### config.mk
export PLATFORM = sky130hd
export DESIGN_NAME = capture_sequencer
export DESIGN_NICKNAME = d
export VERILOG_FILES = /design/src/rtl/capture_seq_pkg.sv /design/src/rtl/pipe_delay.sv /design/src/rtl/capture_sequencer.sv
export SDC_FILE = /design/constraint.sdc
export NUM_CORES = 1
export LEC_CHECK = 0
export BUFFER_PORTS_ARGS = -buffer_cell sky130_fd_sc_hd__buf_2
export CAP_MARGIN = 20
export CORE_AREA = 2 2 102 104
export CTS_CLUSTER_SIZE = 14
export DETAILED_ROUTE_END_ITERATION = 8
export DIE_AREA = 0 0 104 106
export GPL_TIMING_DRIVEN = 0
export SLEW_MARGIN = 30
export SYNTH_ARGS = -nofsm -noshare
export SYNTH_HDL_FRONTEND = slang
export SYNTH_SLANG_ARGS = --single-unit
### constraint.sdc
create_clock -name inclk -period 3.7 [get_ports inclk]
set_clock_uncertainty 0.2 [all_clocks]
set_input_delay 0.74 -clock inclk [delete_from_list [all_inputs] [get_ports inclk]]
set_output_delay 0.74 -clock inclk [all_outputs]
set_load 0.01 [all_outputs]
### src/rtl/capture_seq_pkg.sv
// Shared definitions for capture_sequencer: state encoding, default parameters and
// the completed-burst counter width.
package capture_seq_pkg;

  typedef logic [2:0] state_t;

  localparam state_t StIdle      = 3'd0;
  localparam state_t StArm       = 3'd1;
  localparam state_t StWaitReady = 3'd2;
  localparam state_t StBurst     = 3'd3;
  localparam state_t StGap       = 3'd4;
  localparam state_t StDrain     = 3'd5;

  localparam int unsigned BurstLenDef  = 8192;
  localparam int unsigned ArmCyclesDef = 16;
  localparam int unsigned GapCyclesDef = 4;
  localparam int unsigned PipeLatDef   = 1;
  localparam int unsigned OvfLimitDef  = 4096;

  localparam int unsigned BurstCntW = 16;

endpackage

### src/rtl/pipe_delay.sv
// Fixed-latency shift register with asynchronous active-high reset; used to align the
// read strobe and last-word flag with the data emerging from the generator.
module pipe_delay #(
  parameter int unsigned Depth = 1,
  parameter int unsigned Width = 2
) (
  input  logic             clk_i,
  input  logic             rst_i,
  input  logic [Width-1:0] d_i,
  output logic [Width-1:0] q_o
);

  logic [Width-1:0] stage_q [Depth];

  always_ff @(posedge clk_i or posedge rst_i) begin
    if (rst_i) begin
      for (int i = 0; i < Depth; i++) begin
        stage_q[i] <= '0;
      end
    end else begin
      stage_q[0] <= d_i;
      for (int i = 1; i < Depth; i++) begin
        stage_q[i] <= stage_q[i-1];
      end
    end
  end

  assign q_o = stage_q[Depth-1];

endmodule

### src/rtl/capture_sequencer.sv
// Sequences the sample generator and paces its output into the FX3 in full bursts.
// Optional FX3 stall detection is built when CAPTURE_OVERFLOW_DETECT_EN is defined.
module capture_sequencer
  import capture_seq_pkg::*;
#(
  parameter int unsigned BURST_LEN  = BurstLenDef,
  parameter int unsigned ARM_CYCLES = ArmCyclesDef,
  parameter int unsigned GAP_CYCLES = GapCyclesDef,
  parameter int unsigned PIPE_LAT   = PipeLatDef,
  parameter int unsigned OVF_LIMIT  = OvfLimitDef
) (
  input  logic                 inclk,
  input  logic                 reset,
  input  logic                 startCapture,
  input  logic                 testModeReq,
  input  logic                 fx3Ready,
  input  logic                 dataAvailable,
  output logic                 collectData,
  output logic                 readData,
  output logic                 testMode,
  output logic                 fx3Write,
  output logic                 fx3EndBurst,
  output logic                 capturing,
  output logic [BurstCntW-1:0] burstCount,
  output logic                 overflow
);

  localparam logic [15:0] WordLast = 16'(BURST_LEN - 1);

  state_t                state_q, state_d;
  logic [31:0]           phase_q, phase_d, phase_inc;
  logic [15:0]           word_q, word_d;
  logic [BurstCntW-1:0]  burst_cnt_q, burst_cnt_d;
  logic                  test_mode_q, test_mode_d;
  logic                  read, last_word;
  logic [1:0]            pipe_out;

  assign phase_inc = phase_q + 32'd1;
  assign read      = (state_q == StBurst) && dataAvailable;
  assign last_word = read && (word_q == WordLast);

  always_comb begin
    state_d     = state_q;
    phase_d     = phase_q;
    word_d      = word_q;
    burst_cnt_d = burst_cnt_q;
    test_mode_d = test_mode_q;
    case (state_q)
      StIdle: begin
        if (startCapture) begin
          test_mode_d = testModeReq;
          burst_cnt_d = '0;
          phase_d     = '0;
          state_d     = StArm;
        end
      end
      StArm: begin
        if (phase_inc >= ARM_CYCLES) begin
          phase_d = '0;
          state_d = StWaitReady;
        end else begin
          phase_d = phase_inc;
        end
      end
      StWaitReady: begin
        // A stop request wins over starting another burst.
        if (!startCapture) begin
          phase_d = '0;
          state_d = StDrain;
        end else if (fx3Ready && dataAvailable) begin
          word_d  = '0;
          state_d = StBurst;
        end
      end
      StBurst: begin
        if (read) begin
          if (last_word) begin
            burst_cnt_d = burst_cnt_q + BurstCntW'(1);
            phase_d     = '0;
            state_d     = StGap;
          end else begin
            word_d = word_q + 16'd1;
          end
        end
      end
      StGap: begin
        if (phase_inc >= GAP_CYCLES) begin
          phase_d = '0;
          state_d = StWaitReady;
        end else begin
          phase_d = phase_inc;
        end
      end
      StDrain: begin
        // Keep the generator enabled until in-flight words have left the pipe.
        if (phase_inc >= PIPE_LAT) begin
          phase_d = '0;
          state_d = StIdle;
        end else begin
          phase_d = phase_inc;
        end
      end
      default: begin
        phase_d = '0;
        state_d = StIdle;
      end
    endcase
  end

  always_ff @(posedge inclk or posedge reset) begin
    if (reset) begin
      state_q     <= StIdle;
      phase_q     <= '0;
      word_q      <= '0;
      burst_cnt_q <= '0;
      test_mode_q <= 1'b0;
    end else begin
      state_q     <= state_d;
      phase_q     <= phase_d;
      word_q      <= word_d;
      burst_cnt_q <= burst_cnt_d;
      test_mode_q <= test_mode_d;
    end
  end

  pipe_delay #(
    .Depth (PIPE_LAT),
    .Width (2)
  ) u_pipe_delay (
    .clk_i (inclk),
    .rst_i (reset),
    .d_i   ({read, last_word}),
    .q_o   (pipe_out)
  );

`ifdef CAPTURE_OVERFLOW_DETECT_EN
  localparam int unsigned StallW = $clog2(OVF_LIMIT + 1);
  localparam logic [StallW-1:0] StallLast = StallW'(OVF_LIMIT - 1);

  logic [StallW-1:0] stall_q, stall_d;
  logic              overflow_q, overflow_d;
  logic              stalled;

  assign stalled = (state_q == StWaitReady) && !fx3Ready;

  always_comb begin
    stall_d    = '0;
    overflow_d = overflow_q;
    if (state_q == StIdle && startCapture) begin
      overflow_d = 1'b0;
    end
    if (stalled && (stall_q >= StallLast)) begin
      overflow_d = 1'b1;
    end
    // Saturate once the limit is hit; reset whenever WAIT_READY is left.
    if (state_q == StWaitReady && state_d == StWaitReady) begin
      stall_d = stall_q;
      if (stalled && (stall_q <= StallLast)) begin
        stall_d = stall_q + StallW'(1);
      end
    end
  end

  always_ff @(posedge inclk or posedge reset) begin
    if (reset) begin
      stall_q    <= '0;
      overflow_q <= 1'b0;
    end else begin
      stall_q    <= stall_d;
      overflow_q <= overflow_d;
    end
  end

  assign overflow = overflow_q;
`else
  logic unused_ovf_limit;
  assign unused_ovf_limit = ^OVF_LIMIT;
  assign overflow = 1'b0;
`endif

  assign collectData = (state_q != StIdle);
  assign capturing   = (state_q != StIdle);
  assign readData    = read;
  assign testMode    = test_mode_q;
  assign burstCount  = burst_cnt_q;
  assign fx3Write    = pipe_out[1];
  assign fx3EndBurst = pipe_out[0];

endmodule

==> metrics.csv <==
stage,metric,value,unit
finish,antenna-diode-count,0,
yosys,avgSynthCellArea,9.558,sq um
clocking,clk_path_buf_depth,2,
yosys,synth_nets,404,
yosys,async_flop_share,1.000,
critical_path,required,3740,ps
drt,wl,7.555,mm
timing,rsz0062_at_grt,no,
clocking,clk_latency,350,ps
global_route,grtUsageTotal,0.1467,
critical_path,startpoint_type,register,
drt,drt_iter0_drc,126,
timing,max_freq,297.3,MHz
drt,antenna_left,0,
timing,finalSetupTns,0,ps
finish,layout_commonest_cell,dfrtp_1,
drt,wl_per_cell,13.09,um
power_and_ir_drop,p_comb_frac,0.254,
clocking,clockRootBuffer,clkbuf_8,
floorplanning,rows,37,
floorplanning,die_w,104,um
clocking,cts_tree,done,
clocking,cts_inserted_buffers,9,
finish,fin_cells,577,
critical_path,cp_max_fo,9,
global_route,grt_overflow,0,
yosys,synthCells,393,
critical_path,critical-path-top-delay-family,simple AND/OR/NAND/NOR gates,
power_and_ir_drop,power.internal,1.331,mW
yosys,synth_edf_count,0,
timing,period_minus_slack,3364,ps
power_and_ir_drop,clkPwrFrac,0.311,
global_route,grt_pass1_wl,13.14,mm
flow_run,drv_cap,0,
clocking,path_clk_slew,80,ps
critical_path,worstSetupPathType,register to register,
floorplanning,initial_core_util,0.3756,
yosys,synth-seq-cells,70,
timing,worst_slew_pin_slew,592.0,ps
yosys,ys_types,59,
drt,vias,2922,
timing,relSlewSlack,0.6023,
drt,dr.pass1.iters,4,
critical_path,path_buf_inv,1,
power_and_ir_drop,power_switching,661.5,uW
yosys,ys_seq_area_frac,0.4664,
global_route,grt_max_degree,44,
power_and_ir_drop,p_leak,2.121,nW
power_and_ir_drop,swShare,0.3319,
timing,hold_viol_final,0,
global_route,grt_pass1_vias,2806,
power_and_ir_drop,ir_drop,217.0,uV
yosys,ys.flop_type,dfrtp_1,
finish,drive_gt1_frac,0.1633,
critical_path,crit_path_max_incr_delay,570,ps
timing,setup_viol,0,
drt,vias_per_cell,5.064,
place,gp_congestion,0.7830,
power_and_ir_drop,power.density,461.7,nW/um^2
floorplanning,core,10000,sq um
timing,setup_slack,335.9,ps
place,hpwl,5.258,mm
floorplanning,die_h,106,um
critical_path,critical_path.slowest_cell,or4_1,
yosys,synth_area,3756,sq um
critical_path,rr_worst_depth,10,
yosys,synth-warning-count,0,
critical_path,end_kind,register,
drt,drc,0,
clocking,h-tree-depth,3,
place,port_buffers,27,
critical_path,reg2reg_to,state_q[0],
critical_path,rrSetupSlack,340,ps
floorplanning,dieArea,11020,sq um
power_and_ir_drop,p_seq_frac,0.434,
global_route,antenna_found_initial,0,
place,place_inst,557,
finish,area_growth_syn_to_layout,14.92,%
critical_path,arrival,3400,ps
timing,slew_viol_final,0,
clocking,numClockSinks,70,
critical_path,critical_path.cell_chain,ha_1 -> nand4_1 -> nor4_4 -> buf_4 -> nand3_1 -> mux2i_1 -> or4_1 -> nor4_4 -> nor2_2 -> mux2_4,
outcome,status,finished clean,
critical_path,crit_top_cell,nor4_4,
floorplanning,io_pins,29,
place,dp_slack,6.299,ps
critical_path,r2r-start,phase_q[1],
finish,fin_nets,447,
finish,final_cell_mix,"dfrtp_1 (70), nor2_1 (46), nand2_1 (33)",
worst_hold_path,hold_class,primary input to asynchronous set/reset pin,
timing,fin_crit_sh,0.9092,
clocking,postCtsHoldBufs,0,
[flip-flops by register name, indices dropped and copies added, names as in the netlist]
signal,count
u_pipe_delay.q_o,2
testMode,1
state_q,3
phase_q,32
word_q,16
burstCount,16
[power by group through the flow]
stage          sequential [mW]  combinational [mW]  clock, mW
2_1_floorplan            0.869               0.356          0
3_3_place_gp             0.878               0.468          0
3_5_place_dp             0.878               0.484          0
4_1_cts                  0.864               0.511      0.646
5_1_grt                  0.875               0.571      0.684
6_report                 0.865               0.507      0.620
[how the worst max path moves through the flow]
| stage | start | endpoint | cells past startpoint |
|---|---|---|---|
| 3_3_place_gp | phase_q[1] | state_q[0] | 9 |
| 5_1_grt | phase_q[1] | state_q[0] | 10 |
| 6_report | phase_q[1] | state_q[0] | 10 |
| 3_5_place_dp | phase_q[1] | state_q[0] | 9 |
| 4_1_cts | phase_q[1] | state_q[0] | 9 |
| 2_1_floorplan | phase_q[1] | state_q[0] | 9 |
[repair_timing]
| action | CTS | global route |
|---|---|---|
| pin swaps | 1 | 1 |
| gates resized for setup | 0 | 1 |
| buffers inserted | 2 | 2 |
| endpoints found under the setup margin | 1 | 7 |
[cell type report]
class / instances / area (sq um)
buffer: 15 / 82.58
clock buffer: 10 / 127.6
clock inverter: 6 / 68.82
fill: 1005 / 5683
inverter: 12 / 47.55
multi-input combinational: 296 / 1883
sequential: 70 / 1752
tap: 136 / 170.2
timing repair buffer: 32 / 185.2
[layer usage]
layer	up-vias	global-route usage	part of all wire	wire, um
met5	-	0	0	0
met1	1414	0.1913	0.49	3698
met3	9	0.04108	0.035	264
li1	1453	-	-	-
met2	46	0.2359	0.46	3486
met4	0	0.04923	0.014	106
[cell usage after synthesis (all sizes together), types with 2 or more instances]
cell type / n / area [sq um]
dfrtp: 70 / 1752
nor2: 47 / 178.9
nand2: 33 / 123.9
and2: 32 / 201.5
nand3: 27 / 135.1
xor2: 24 / 210.2
and3: 17 / 116.4
nand4: 16 / 112.6
xnor2: 14 / 122.6
inv: 11 / 41.29
nor3: 11 / 60.06
o21ai: 11 / 55.05
clkbuf: 8 / 30.03
buf: 7 / 52.54
a21oi: 6 / 30.03
nand3b: 6 / 45.04
ha: 5 / 62.56
nor4: 5 / 61.31
a211oi: 3 / 22.52
and4: 3 / 28.78
mux2: 3 / 37.53
a211o: 2 / 17.52
a21o: 2 / 16.27
mux2i: 2 / 20.02
nor3b: 2 / 15.01
o211ai: 2 / 15.01
o31ai: 2 / 15.01
or3: 2 / 12.51
[kinds of logic (layout without fill, tap and decap cells)]
kind of cell / count (synthesis) / in the layout / synth area share
and+or+nand+nor: 206 / 206 / 0.3008
DFF: 70 / 70 / 0.4664
AOI/OAI and AO/OA: 41 / 41 / 0.07728
xor gates and xnor gates: 38 / 38 / 0.08861
buffers and inverters: 27 / 75 / 0.03397
adders and majority gates: 5 / 5 / 0.01666
muxes: 5 / 5 / 0.01532
other: 1 / 1 / 0.0009984
[per-stage QoR]
stage / util / total power, mW / cell area (sq um) / hold slack [ps]
floorplan: - / 1.225 / 3756 / 277.0
global placement: 0.4062 / 1.346 / 4061 / 276.0
detailed placement: 0.4084 / 1.362 / 4084 / 286.9
CTS: 0.4296 / 2.021 / 4295 / 176.1
global route: 0.4317 / 2.129 / 4317 / 180.7
finish: 0.4317 / 1.993 / 4317 / 167.5
Note: power is estimated with default switching activity, not from simulation.
